<file path="config.mk">
export PLATFORM = sky130hd
export DESIGN_NAME = bird_collision_scorer
export DESIGN_NICKNAME = d
export VERILOG_FILES = /design/src/rtl/bird_collision_scorer.sv
export SDC_FILE = /design/constraint.sdc
export NUM_CORES = 1
export LEC_CHECK = 0
export BUFFER_PORTS_ARGS = -buffer_cell sky130_fd_sc_hd__buf_2
export CAP_MARGIN = 20
export CORE_ASPECT_RATIO = 0.8
export CORE_UTILIZATION = 55
export DETAILED_ROUTE_END_ITERATION = 8
export GPL_TIMING_DRIVEN = 0
export PLACE_DENSITY = 0.8
export SYNTH_ARGS = -nofsm -noshare
export SYNTH_HDL_FRONTEND = slang
export SYNTH_SLANG_ARGS = --single-unit
</file>
<file path="constraint.sdc">
create_clock -name clk -period 4.05 [get_ports clk]
set_input_delay 1.215 -clock clk [delete_from_list [all_inputs] [get_ports clk]]
set_output_delay 1.215 -clock clk [all_outputs]
set_load 0.1 [all_outputs]
</file>
<file path="src/rtl/bird_collision_scorer.sv">
// Game-state block: collision/pass detection per movement tick, game FSM,
// 3-digit BCD score with high score and the pipe-generator restart pulse.
module bird_collision_scorer #(
  parameter int unsigned BIRD_X   = 200,
  parameter int unsigned BIRD_W   = 34,
  parameter int unsigned BIRD_H   = 24,
  parameter int unsigned PIPE_W   = 80,
  parameter int unsigned GAP_H    = 160,
  parameter int unsigned FLOOR_Y  = 740,
  parameter int unsigned HIT_HOLD = 30
) (
  input  logic        clk,
  input  logic        RESET_N,
  input  logic        move,
  input  logic        start,
  input  logic [10:0] pipe_x,
  input  logic [10:0] pipe_y,
  input  logic [10:0] bird_y,
  output logic        reset_game,
  output logic        playing,
  output logic        game_over,
  output logic [11:0] score,
  output logic [11:0] high_score
);

  localparam int unsigned CW     = 12;
  localparam int unsigned HOLD_W = $clog2(HIT_HOLD + 1);

  localparam logic [CW-1:0] BIRD_L  = CW'(BIRD_X);
  localparam logic [CW-1:0] BIRD_R  = CW'(BIRD_X + BIRD_W);
  localparam logic [CW-1:0] BIRD_HV = CW'(BIRD_H);
  localparam logic [CW-1:0] PIPE_WV = CW'(PIPE_W);
  localparam logic [CW-1:0] GAP_HV  = CW'(GAP_H);
  localparam logic [CW-1:0] FLOOR_V = CW'(FLOOR_Y);

  typedef enum logic [1:0] {IDLE, PLAY, HIT, OVER} state_e;

  state_e              state_q, state_d;
  logic                sync1_q, sync2_q, sync3_q, tick_q;
  logic [CW-1:0]       score_q, score_d, high_q, high_d;
  logic                armed_q, armed_d;
  logic [HOLD_W-1:0]   hold_q, hold_d;
  logic                seen_low_q, seen_low_d;
  logic                reset_game_q, reset_game_d;
  logic                playing_q, playing_d;
  logic                game_over_q, game_over_d;
  logic                restart_c;

  // move synchronizer and rising-edge detect; tick is registered for a 3-edge path
  always_ff @(posedge clk or negedge RESET_N) begin
    if (!RESET_N) begin
      sync1_q <= 1'b0;
      sync2_q <= 1'b0;
      sync3_q <= 1'b0;
      tick_q  <= 1'b0;
    end else begin
      sync1_q <= move;
      sync2_q <= sync1_q;
      sync3_q <= sync2_q;
      tick_q  <= sync2_q & ~sync3_q;
    end
  end

  logic [CW-1:0]        px, py, by, gap_top;
  logic signed [CW-1:0] gap_top_s;
  logic                 x_ovl, in_gap, hit_c, pass_c, wrap_c;

  assign px        = CW'(pipe_x);
  assign py        = CW'(pipe_y);
  assign by        = CW'(bird_y);
  assign gap_top_s = $signed(py) - $signed(GAP_HV);
  assign gap_top   = gap_top_s[CW-1] ? '0 : $unsigned(gap_top_s);
  assign x_ovl     = (px < BIRD_R) && (BIRD_L < px + PIPE_WV);
  assign in_gap    = (by >= gap_top) && (by + BIRD_HV <= py);
  assign hit_c     = (x_ovl && !in_gap) || (by + BIRD_HV > FLOOR_V);
  assign pass_c    = (px + PIPE_WV < BIRD_L);
  assign wrap_c    = (px >= BIRD_R);

  function automatic logic [CW-1:0] bcd_inc(input logic [CW-1:0] v);
    logic [3:0] d0, d1, d2;
    {d2, d1, d0} = v;
    if (v == 12'h999) return v;
    if (d0 != 4'd9) begin
      d0 = d0 + 4'd1;
    end else begin
      d0 = 4'd0;
      if (d1 != 4'd9) begin
        d1 = d1 + 4'd1;
      end else begin
        d1 = 4'd0;
        d2 = d2 + 4'd1;
      end
    end
    return {d2, d1, d0};
  endfunction

  // next-state and output logic
  always_comb begin
    state_d      = state_q;
    score_d      = score_q;
    high_d       = high_q;
    armed_d      = armed_q;
    hold_d       = hold_q;
    seen_low_d   = seen_low_q;
    reset_game_d = 1'b0;
    restart_c    = 1'b0;

    if (tick_q && wrap_c) armed_d = 1'b1;

    case (state_q)
      IDLE: begin
        if (start) restart_c = 1'b1;
      end
      PLAY: begin
        if (tick_q) begin
          if (hit_c) begin
            state_d = HIT;
            hold_d  = HOLD_W'(HIT_HOLD);
          end else if (pass_c && armed_q) begin
            score_d = bcd_inc(score_q);
            armed_d = 1'b0;
          end
        end
      end
      HIT: begin
        if (tick_q) begin
          if (hold_q <= HOLD_W'(1)) begin
            state_d    = OVER;
            hold_d     = '0;
            seen_low_d = 1'b0;
            // plain binary compare orders packed BCD digits correctly
            if (score_q > high_q) high_d = score_q;
          end else begin
            hold_d = hold_q - HOLD_W'(1);
          end
        end
      end
      OVER: begin
        if (!start)          seen_low_d = 1'b1;
        else if (seen_low_q) restart_c  = 1'b1;
      end
      default: state_d = IDLE;
    endcase

    if (restart_c) begin
      reset_game_d = 1'b1;
      score_d      = '0;
      armed_d      = 1'b1;
      seen_low_d   = 1'b0;
      state_d      = PLAY;
    end

    playing_d   = (state_d == PLAY);
    game_over_d = (state_d == HIT) || (state_d == OVER);
  end

  always_ff @(posedge clk or negedge RESET_N) begin
    if (!RESET_N) begin
      state_q      <= IDLE;
      score_q      <= '0;
      high_q       <= '0;
      armed_q      <= 1'b1;
      hold_q       <= '0;
      seen_low_q   <= 1'b0;
      reset_game_q <= 1'b0;
      playing_q    <= 1'b0;
      game_over_q  <= 1'b0;
    end else begin
      state_q      <= state_d;
      score_q      <= score_d;
      high_q       <= high_d;
      armed_q      <= armed_d;
      hold_q       <= hold_d;
      seen_low_q   <= seen_low_d;
      reset_game_q <= reset_game_d;
      playing_q    <= playing_d;
      game_over_q  <= game_over_d;
    end
  end

  assign reset_game = reset_game_q;
  assign playing    = playing_q;
  assign game_over  = game_over_q;
  assign score      = score_q;
  assign high_score = high_q;

endmodule

</file>
==> impl_results.md, run 1 <==
* Final WS setup at 205 ps
* Cell Rows at 24
* Worst Hold Launch: sync1_q$_DFF_PN0_
* TritonCTS clock tree: done
* HPWL Detailed at 5.27 mm
* Initial antenna violation count at 0
* Multi-input logic area at 1970 sq um
* Pre-CTS WS at -243 ps
* Die area at 5940 sq um
* Detailed-route via count at about 2700
* Max Slew Vio Count at 0
* Final wirelength at 6.97 mm
* Async SR Flop Fraction at 1.00
* Setup crit start: bird_y[3]
* First-pass GRT wire length at between 10 and 15 mm
* Slew @ Worst Pin at 873 ps
* Mean post-synth cell area at roughly 9.1 sq um
* Crit path kind: in2reg
* CP Cell Sequence: buf_2 > inv_1 > ha_2 > and3b_2 > nand3_1 > xnor2_1 > ha_1 > a21o_1 > a21oi_2 > o21ai_0 > o31ai_1 > a21oi_2 > o31a_1 > a22o_1
* Cts bufs inserted at 5
* Routability congestion estimate from global placement at between 0.8 and 0.9
* Iter 0 DRT Violations at approximately 160
* DR pass1 iterations at 4
* CTS root buffer: clkbuf_8
* Starting density of the core at 0.570
* Share of layout cells above drive strength 1 at 0.226
* Setup bufs post-CTS at 0
* # hold bufs at CTS at 0
* Final ANT Viol Nets at 0
* Most Frequent Cell on Critical Path: a21oi_2
* Final non-filler cell total at 490
* Fin area at 3650 sq um
* Main combinational cell family by area after synthesis: adder cells
* Core ar. at 5440 sq um
* R2R Path Start: score[1]$_DFFE_PN0P_
* Post-synthesis adder-cell area fraction at 0.182
* Compound-Gate Fraction of Synth Area at 0.168
* Hold WC Path Type: reg2reg
* Synth Flop Type: dfrtp_1
* Synth Register Bits at 40
* WL per Instance at 14.2 microns
* Post-cts resize count at 0
* CTS Sinks at 40
* Via density at between 5 and 6
* Tot GR Track Use at 0.246
* Sequential cell area at between 1000 and 1500 sq um
* PD cells at between 300 and 400 nW/um^2
* CTS clk-pin slew, worst paths at 80 ps
* Total grt overflow at 0
* Clock Path Buffers at 2
* Final hold vios at 0
* Status: completed
* CP Max Fanout at 8
* Setup tns final at 0 ps
* VDD IR max at 0.460 mV
* Critical path launch point type: input pin
* Number of port buffers at 63
* IO Pins at 64
* CP max stage delay at 380 ps
* Placed Instance Area at 3510 sq um
* Post-synth EDFFs at 0
* Post-Synth Simple-Gate Area at 0.181
* Worst slew margin at 0.418
* Synth unique cells at between 50 and 60
* # setup viols final at 0
* Period utilisation layout at 0.949
* Achievable frequency at 260 MHz
* Area growth, synth to finish at 18.0%
* Multiplexer area fraction after synthesis at 0.0549
* Hold slack at 361 ps
* Slowest cell on crit path: o31a_1
* Netlist Area Pre-Place at slightly above 3000 sq um
* Final min period at 3850 ps
* Diode count at 0
* Crit. End Element: flop
* # Max-Cap Violations at 0
* Clock skew at about 6 ps
* Remaining DRCs at 0
* Leakage power at 1.88 nW
* Critical Path RT at between 4000 and 5000 ps
* Die X at 85.9 microns
* Fill cell count at 443
* Vias in the first global route at 2558
* YS warnings at 0
* Syn Nets at 423
* Register area share after synthesis at 0.324
* XOR/XNOR Fraction of Synth Area at 0.0396
* Skew-Pair Late Insertion Delay at 290 ps
* WP data arrival at roughly 4000 ps
* Pin count of the biggest net entering global routing at 41
* H-tree depth at 2
* Placed Instances at 482
* Cell count after synthesis at between 300 and 400
* Nets@finish at 493
* Die height at 69.1 microns
-- per-stage QoR --
stage / power, mW / utilization
5_1_grt: 1.31 / 0.672
6_report: 1.23 / 0.672
2_1_floorplan: 0.782 / -
4_1_cts: 1.22 / 0.666
3_5_place_dp: 0.894 / 0.646
3_3_place_gp: 0.881 / 0.646
-- cell families (layout without fill, tap and decap cells) --
kind of cell	count (synthesis)	in the layout
AO/OA/AOI/OAI	76	77
XOR/XNOR	14	14
adder cells (fa/ha/maj)	45	45
buffers and inverters	42	112
flip-flops	40	40
multiplexers	16	16
AND/OR/NAND/NOR	108	108
-- cell type report --
class | count | share of cell area
multi-input combinational | 260 | 0.540
timing repair buffer | 63 | 0.0863
buffer | 3 | 0.00342
sequential | 40 | 0.274
tap | 78 | 0.0267
inverter | 38 | 0.0390
clock buffer | 5 | 0.0188
clock inverter | 3 | 0.0116
-- placed cells by master (no fill, tap or decap), types with 3 or more instances in the layout --
cell | synthesis | layout
a21o_1 | 9 | 9
a21oi_1 | 18 | 16
a22o_1 | 3 | 3
a31oi_1 | 4 | 4
and3_1 | 3 | 3
buf_2 | 1 | 64
clkbuf_8 | 0 | 5
dfrtp_1 | 39 | 39
ha_1 | 45 | 44
inv_1 | 38 | 38
mux2_2 | 8 | 8
mux2i_1 | 8 | 8
nand2_1 | 24 | 23
nand2b_1 | 3 | 3
nand3_1 | 10 | 10
nand3b_1 | 3 | 3
nand4_1 | 9 | 9
nor2_1 | 26 | 26
nor2b_1 | 7 | 7
nor3_1 | 9 | 9
o2111ai_1 | 3 | 3
o21a_1 | 3 | 3
o21ai_0 | 17 | 17
xnor2_1 | 9 | 9
xor2_1 | 5 | 5
-- final timing paths --
kind	to	slack, ps	cells past startpoint
setup / recovery	hold_q[4]$_DFFE_PN0P_	200	14
hold / removal	sync2_q$_DFF_PN0_	360	0
max in group asynchronous	score[7]$_DFFE_PN0P_	2470	1
setup reg to reg	high_score[11]$_DFFE_PN0P_	1400	10
hold reg to reg	sync2_q$_DFF_PN0_	360	0
min in group asynchronous	high_score[10]$_DFFE_PN0P_	1030	1
-- cell usage after synthesis, types with 3 or more instances --
cell type,number,area [sq um]
ha_1,45,563
dfrtp_1,39,976
inv_1,38,143
nor2_1,26,97.6
nand2_1,24,90.1
a21oi_1,18,90.1
o21ai_0,17,85.1
nand3_1,10,50.1
a21o_1,9,67.6
nand4_1,9,56.3
nor3_1,9,45.0
xnor2_1,9,78.8
mux2_2,8,90.1
mux2i_1,8,80.1
nor2b_1,7,43.8
xor2_1,5,43.8
a31oi_1,4,25.0
a211oi_1,3,22.5
a22o_1,3,26.3
and3_1,3,18.8
clkbuf_1,3,11.3
nand2b_1,3,18.8
nand3b_1,3,22.5
o2111ai_1,3,26.3
o21a_1,3,22.5
-- state kept, by name, summed over array words and instances (netlist names), 2 cells and up --
name / count
score: 12
state_q: 2
hold_q: 5
high_score: 12
-- worst max-delay path: cells and delay by family --
family	cells	cell delay [ps]
AND/OR/NAND/NOR	2	380
buffers and inverters	2	250
XOR/XNOR	1	180
adder cells (fa/ha/maj)	2	480
AO/OA/AOI/OAI	7	1530
-- per-layer routing --
layer	global-route usage	share of wire
met1	0.362	0.50
met4	0.0370	0.0034
met5	0	0
met3	0.0431	0.040
met2	0.386	0.45
-- power by group --
group          switching, mW  internal (mW)  total (mW)
Combinational          0.287          0.145       0.432
Sequential            0.0334          0.442       0.475
Clock                  0.145          0.182       0.327
No activity file was read; power rests on OpenSTA's default activity.
==> inputs of run 2 (changes only) <==
--- a/config.mk
+++ b/config.mk
@@ -5,13 +5,14 @@
 export SDC_FILE = /design/constraint.sdc
 export NUM_CORES = 1
 export LEC_CHECK = 0
-export BUFFER_PORTS_ARGS = -buffer_cell sky130_fd_sc_hd__buf_2
 export CAP_MARGIN = 20
 export CORE_ASPECT_RATIO = 0.8
+export CORE_MARGIN = 3
 export CORE_UTILIZATION = 55
 export DETAILED_ROUTE_END_ITERATION = 8
+export DONT_BUFFER_PORTS = 1
 export GPL_TIMING_DRIVEN = 0
-export PLACE_DENSITY = 0.8
+export PLACE_DENSITY = 0.7
 export SYNTH_ARGS = -nofsm -noshare
 export SYNTH_HDL_FRONTEND = slang
 export SYNTH_SLANG_ARGS = --single-unit
==> run 2 against run 1 <==
Effect of this change:
- clock-buffer cell count stayed put
- combinational power is 31% lower
- wire length is 3.6% lower
- design area is 8.3% lower
- sequential power is 16% higher
- sequential cell count stayed put
- worst hold slack worse by 1.4 ps
- critical path depth stayed put
- largest cell class unchanged
==> impl_results.md, run 2 (synthesized netlist as in run 1, its figures left out) <==
* Status: completed
* Hold WC Path Type: reg2reg
* DR pass1 iterations at 4 (unchanged)
* # setup viols final at 0 (unchanged)
* Placed Instance Area at 3190 sq um (-9.1%)
* Fin area at 3350 sq um (-8.3%)
* WL per Instance at 15.9 microns (+12%)
* Initial antenna violation count at 0 (unchanged)
* Leakage power at 1.61 nW (-14%)
* Die area at 6570 sq um (+11%)
* Number of port buffers at 0 (-100%)
* # Max-Cap Violations at 0 (unchanged)
* Pre-CTS WS at -141 ps (+102 ps)
* Starting density of the core at 0.595 (+0.0248)
* Slew @ Worst Pin at 1140 ps (+272 ps)
* Die height at 73.1 microns (+5.8%)
* Final hold vios at 0 (unchanged)
* Nets@finish at 429 (-13%)
* CTS Sinks at 40 (unchanged)
* CTS root buffer: clkbuf_8
* Fin util at 0.643 (-0.0291)
* Vias in the first global route at 2284 (-11%)
* Detailed-route via count at 2450 (-10%)
* Final WS setup at 204 ps (-0.283 ps)
* TritonCTS clock tree: done
* Diode count at 0 (unchanged)
* Final ANT Viol Nets at 0 (unchanged)
* CP Max Fanout at 8 (unchanged)
* Crit path kind: in2reg
* VDD IR max at 0.393 mV (-14%)
* Crit. End Element: flop
* Clock Path Buffers at 2 (unchanged)
* Cts bufs inserted at 5 (unchanged)
* Critical path launch point type: input pin
* Achievable frequency at 260 MHz (about the same)
* Clock skew at 7.63 ps (+1.74 ps)
* Unrepaired setup endpoints after global routing: false
* Max Slew Vio Count at 0 (unchanged)
* CTS clk-pin slew, worst paths at 80 ps (about the same)
* First-pass GRT wire length at 11.3 mm (-3.5%)
* PD cells at 389 nW/um^2 (+15%)
* Final wirelength at 6.72 mm (-3.6%)
* Skew-Pair Late Insertion Delay at 300 ps (about the same)
* Period utilisation layout at 0.950 (about the same)
* Commonest non-fill, non-tap cell in the layout: ha_1
* Via density at 5.79 (+4.2%)
* Area growth, synth to finish at 8.20%
* WP data arrival at 4080 ps (+50 ps)
* Share of layout cells above drive strength 1 at 0.0718 (-0.154)
* Final min period at 3850 ps (+0.283 ps)
* Die X at 89.9 microns (+4.7%)
* Iter 0 DRT Violations at 163 (+2.5%)
* Core ar. at 5210 sq um (-4.2%)
* Commonest non-fill, non-tap cells in the layout: 45 x ha_1, 39 x dfrtp_1, 38 x inv_1, 26 x nor2_1, 24 x nand2_1
* Worst slew margin at 0.237 (-0.181)
* Remaining DRCs at 0 (unchanged)
* H-tree depth at 2 (unchanged)
* Setup tns final at 0 ps (unchanged)
* Cell Rows at 23 (-4.2%)
* Tot GR Track Use at 0.213 (-0.0326)
* Setup bufs post-CTS at 0 (unchanged)
* IO Pins at 64 (unchanged)
* Total grt overflow at 0 (unchanged)
* HPWL Detailed at 5.35 mm (+1.6%)
* Critical Path RT at 4280 ps (+50 ps)
* Routability congestion estimate from global placement at 0.862 (-3.2%)
* Pin count of the biggest net entering global routing at 41 (unchanged)
==> run 2: cell types whose count changed in the layout (fill, tap and decap cells not counted), sizes merged <==
cell / change
clkinv: -1
bufinv: +2
buf: -63
clkinvlp: -1
o31a: -1
==> run 2: cell type report <==
cell class | instances | area, sq um
multi-input cells | 259 | 1940
inverters | 38 | 143
well taps | 75 | 93.8
clock inverters | 3 | 90.1
flip-flops and latches | 40 | 1000
plain buffers | 3 | 12.5
clock buffers | 5 | 68.8
fillers | 414 | 1860
==> run 2: final timing paths <==
| path | startpoint | to | slack (ps) | depth (start not counted) |
|---|---|---|---|---|
| max | pipe_y[5] | playing$_DFF_PN0_ | 200 | 14 |
| min | sync1_q$_DFF_PN0_ | sync2_q$_DFF_PN0_ | 360 | 0 |
| max reg2reg | score[1]$_DFFE_PN0P_ | high_score[5]$_DFFE_PN0P_ | 730 | 10 |
| min reg2reg | sync1_q$_DFF_PN0_ | sync2_q$_DFF_PN0_ | 360 | 0 |
| max in group asynchronous | RESET_N | armed_q$_DFF_PN1_ | 3250 | 0 |
| min in group asynchronous | RESET_N | high_score[0]$_DFFE_PN0P_ | 610 | 0 |
==> run 2: critical path: stages <==
cell	delay, ps
inv_1	130
ha_1	200
nand2b_1	150
nand2_1	200
and2_1	240
ha_1	280
nor3b_1	50
o21a_1	200
o311a_1	300
a211oi_2	190
a21oi_1	120
or2_2	330
a211oi_2	320
o21a_1	150
==> run 2: where the power goes <==
part / switching, mW / internal, mW / leakage [nW]
Sequential: 0.110 / 0.440 / 0.528
Clock: 0.144 / 0.308 / 0.0784
Combinational: 0.178 / 0.122 / 1.00
Total: 0.432 / 0.870 / 1.61
==> run 2: routing by layer <==
| layer | vias to the layer above | wire length, microns | share of wire | track usage |
|---|---|---|---|---|
| li1 | 1230 | - | - | - |
| met3 | 6 | 441 | 0.066 | 0.0598 |
| met2 | 76 | 2750 | 0.41 | 0.300 |
| met5 | - | 0 | 0 | 0 |
| met4 | 0 | 53 | 0.0079 | 0.0492 |
| met1 | 1138 | 3470 | 0.52 | 0.322 |
==> run 2: through the flow <==
step	power, mW	hold slack, ps	std cells
after global placement	0.843	335	416
final	1.30	360	423
after global routing	1.38	371	423
after CTS	1.31	364	424
after detailed placement	0.852	345	416
after floorplan	0.782	331	341
==> run 2: what timing repair did <==
item | in CTS | in global routing
setup endpoints to repair | 0 | 8
hold buffers | 0 | 0
resized for setup | 0 | 1
hold endpoints to repair | 0 | 0
==> inputs of run 3 (changes only) <==
--- a/config.mk
+++ b/config.mk
@@ -5,14 +5,16 @@
 export SDC_FILE = /design/constraint.sdc
 export NUM_CORES = 1
 export LEC_CHECK = 0
+export BUFFER_PORTS_ARGS = -buffer_cell sky130_fd_sc_hd__buf_2
 export CAP_MARGIN = 20
 export CORE_ASPECT_RATIO = 0.8
 export CORE_MARGIN = 3
 export CORE_UTILIZATION = 55
+export CTS_BUF_LIST = sky130_fd_sc_hd__clkbuf_4 sky130_fd_sc_hd__clkbuf_8 sky130_fd_sc_hd__clkbuf_16
 export DETAILED_ROUTE_END_ITERATION = 8
-export DONT_BUFFER_PORTS = 1
 export GPL_TIMING_DRIVEN = 0
-export PLACE_DENSITY = 0.7
+export PLACE_DENSITY = 0.8
+export SETUP_SLACK_MARGIN = 0.4
 export SYNTH_ARGS = -nofsm -noshare
 export SYNTH_HDL_FRONTEND = slang
 export SYNTH_SLANG_ARGS = --single-unit
==> run 3 against run 2 <==
Effect of this change:
- sequential cell count is the same
- power fell by 8.2%
- global-route usage is 2.4 points higher
- cell count grew 17%
- sequential power decreased by 13%
- worst setup slack improved by 230 ps
- worst hold slack worse by 6.6 ps
- clock-buffer cell count stayed put
- non-clock buffer count increased by 75
- via count up 15%
- critical path depth rose by 2
==> impl_results.md, run 3 (synthesized netlist as in run 1, its figures left out) <==
* Status: completed
* Hold slack at 353 ps (-6.56 ps)
* Die X at 89.9 microns (unchanged)
* Fin area at 3810 sq um (+14%)
* IO Pins at 64 (unchanged)
* Top delay family on crit path: compound AO/OA/AOI/OAI gates
* Detailed-route via count at 2826 (+15%)
* Final wirelength at 7.57 mm (+13%)
* Critical path launch point type: input pin
* Core ar. at 5210 sq um (unchanged)
* Commonest non-fill, non-tap cell in the layout: buf_2
* Remaining DRCs at 0 (unchanged)
* Placed Instance Area at 3510 sq um (+10%)
* Crit path kind: in2reg
* Number of port buffers at 63 (+63)
* Setup crit start: bird_y[3]
* Worst Path Buf+Inv at 3 (+2)
* First-pass GRT wire length at 12.6 mm (+12%)
* Iter 0 DRT Violations at 152 (-6.7%)
* Share of layout cells above drive strength 1 at 0.275 (+0.203)
* WP data arrival at 3780 ps (-300 ps)
* Critical Path RT at 4220 ps (-60 ps)
* WL per Instance at 15.2 microns (-4.1%)
* VDD IR max at 0.207 mV (-47%)
* P_sw at 0.474 mW (+9.7%)
* Total grt overflow at 0 (unchanged)
* Crit. End Element: flop
* Pin count of the biggest net entering global routing at 41 (unchanged)
* Hold WC Path Type: reg2reg
* Leakage power at 1.95 nW (+21%)
* Skew-Pair Late Insertion Delay at 300 ps (about the same)
* Final non-filler cell total at 497 (+17%)
* Final ANT Viol Nets at 0 (unchanged)
* TritonCTS clock tree: done
* Final WS setup at 438 ps (+234 ps)
* Period utilisation layout at 0.892 (-0.0578)
* Fill cell count at 351 (-15%)
* Area growth, synth to finish at 23.2%
* R2R Path Start: score[1]$_DFFE_PN0P_
* CTS Sinks at 40 (unchanged)
* Placed Instances at 479 (+15%)
* Max Slew Vio Count at 0 (unchanged)
* Achievable frequency at 277 MHz (+6.5%)
* Switching Share at 0.396 (+0.0648)
* Via density at 5.69 (-1.8%)
* Commonest non-fill, non-tap cells in the layout: 62 x buf_2, 43 x ha_1, 39 x dfrtp_1, 34 x inv_1, 26 x nor2_1
* Worst Hold Launch: sync1_q$_DFF_PN0_
* PD cells at 313 nW/um^2 (-19%)
* CP Max Fanout at 10 (+2)
* Tot GR Track Use at 0.237 (+0.0244)
* Total power at 1.20 mW (-8.2%)
* Clock share of power at 0.218 (-0.129)
* Diode count at 0 (unchanged)
* Initial antenna violation count at 0 (unchanged)
* # setup viols final at 0 (unchanged)
* Multi-input logic area at 2050 sq um (+5.4%)
* Die area at 6570 sq um (unchanged)
* HPWL Detailed at 5.63 mm (+5.3%)
* Unrepaired setup endpoints after global routing: false
* Comb pwr share at 0.383 (+0.152)
* Most Frequent Cell on Critical Path: a21oi_2
* Slowest cell on crit path: ha_1
* # Max-Cap Violations at 0 (unchanged)
* Vias in the first global route at 2701 (+18%)
* Fin util at 0.732 (+0.0889)
* DR pass1 iterations at 4 (unchanged)
* CP Cell Sequence: buf_12 > inv_6 > ha_4 > and3b_2 > nand3_4 > xnor2_2 > ha_1 > a21o_1 > a21oi_2 > o21ai_2 > o31ai_2 > a21oi_2 > o31a_1 > buf_4 > nand4_1 > o21ai_0
* Clock skew at 6.69 ps (-0.937 ps)
* Setup tns final at 0 ps (unchanged)
* Pint at 0.721 mW (-17%)
* Final min period at 3610 ps (-234 ps)
* Cts bufs inserted at 5 (unchanged)
* Final hold vios at 0 (unchanged)
* Starting density of the core at 0.595 (unchanged)
* Die height at 73.1 microns (unchanged)
* Slew @ Worst Pin at 896 ps (-249 ps)
* CTS root buffer: clkbuf_8
* Worst slew margin at 0.403 (+0.166)
* Power share of the sequential group at 0.400 (-0.022)
* Pre-CTS WS at -262 ps (-121 ps)
* CTS clk-pin slew, worst paths at 80 ps (about the same)
* Cell Rows at 23 (unchanged)
* Routability congestion estimate from global placement at 0.840 (-2.6%)
* # hold bufs at CTS at 0 (unchanged)
* H-tree depth at 2 (unchanged)
* Nets@finish at 504 (+17%)
* CP max stage delay at 290 ps (-40 ps)
* Sequential cell area at 1000 sq um (unchanged)
* Clock Path Buffers at 2 (unchanged)
run 3: what timing repair did:
item / 4_1_cts / 5_1_grt
gates cloned: 0 / 0
buffers inserted: 5 / 6
resized for setup: 31 / 5
pin swaps: 12 / 12
setup endpoints to repair: 10 / 10
run 3: path summary, 6_finish.rpt:
check / endpoint / slack (ps) / depth (start not counted)
max: hold_q[0]$_DFFE_PN0P_ / 440 / 16
min: sync2_q$_DFF_PN0_ / 350 / 0
max reg2reg: high_score[4]$_DFFE_PN0P_ / 1450 / 10
min reg2reg: sync2_q$_DFF_PN0_ / 350 / 0
max in group asynchronous: score[2]$_DFFE_PN0P_ / 2450 / 1
min in group asynchronous: seen_low_q$_DFFE_PN0P_ / 1040 / 1
run 3: layout make-up:
class | instances | share of cell area
Clock buffer | 5 | 0.0180
Timing Repair Buffer | 74 | 0.111
Sequential cell | 40 | 0.263
Multi-Input combinational cell | 259 | 0.536
Tap cell | 75 | 0.0246
Inverter | 38 | 0.0387
Clock inverter | 2 | 0.00328
Buffer | 4 | 0.00525
run 3: power groups by stage:
| stage | clock, mW | combinational (mW) | sequential (mW) |
|---|---|---|---|
| after detailed placement | 0 | 0.418 | 0.483 |
| after floorplan | 0 | 0.234 | 0.548 |
| after CTS | 0.266 | 0.447 | 0.476 |
| after global routing | 0.288 | 0.504 | 0.484 |
| final | 0.260 | 0.457 | 0.478 |
| after global placement | 0 | 0.399 | 0.481 |
run 3: metal layers:
metal | wire length, microns | global-route usage | vias to the layer above
met1 | 3590 | 0.332 | 1339
met3 | 381 | 0.0433 | 16
met4 | 140 | 0.0832 | 0
met5 | 0 | 0 | -
met2 | 3460 | 0.376 | 82
li1 | - | - | 1389
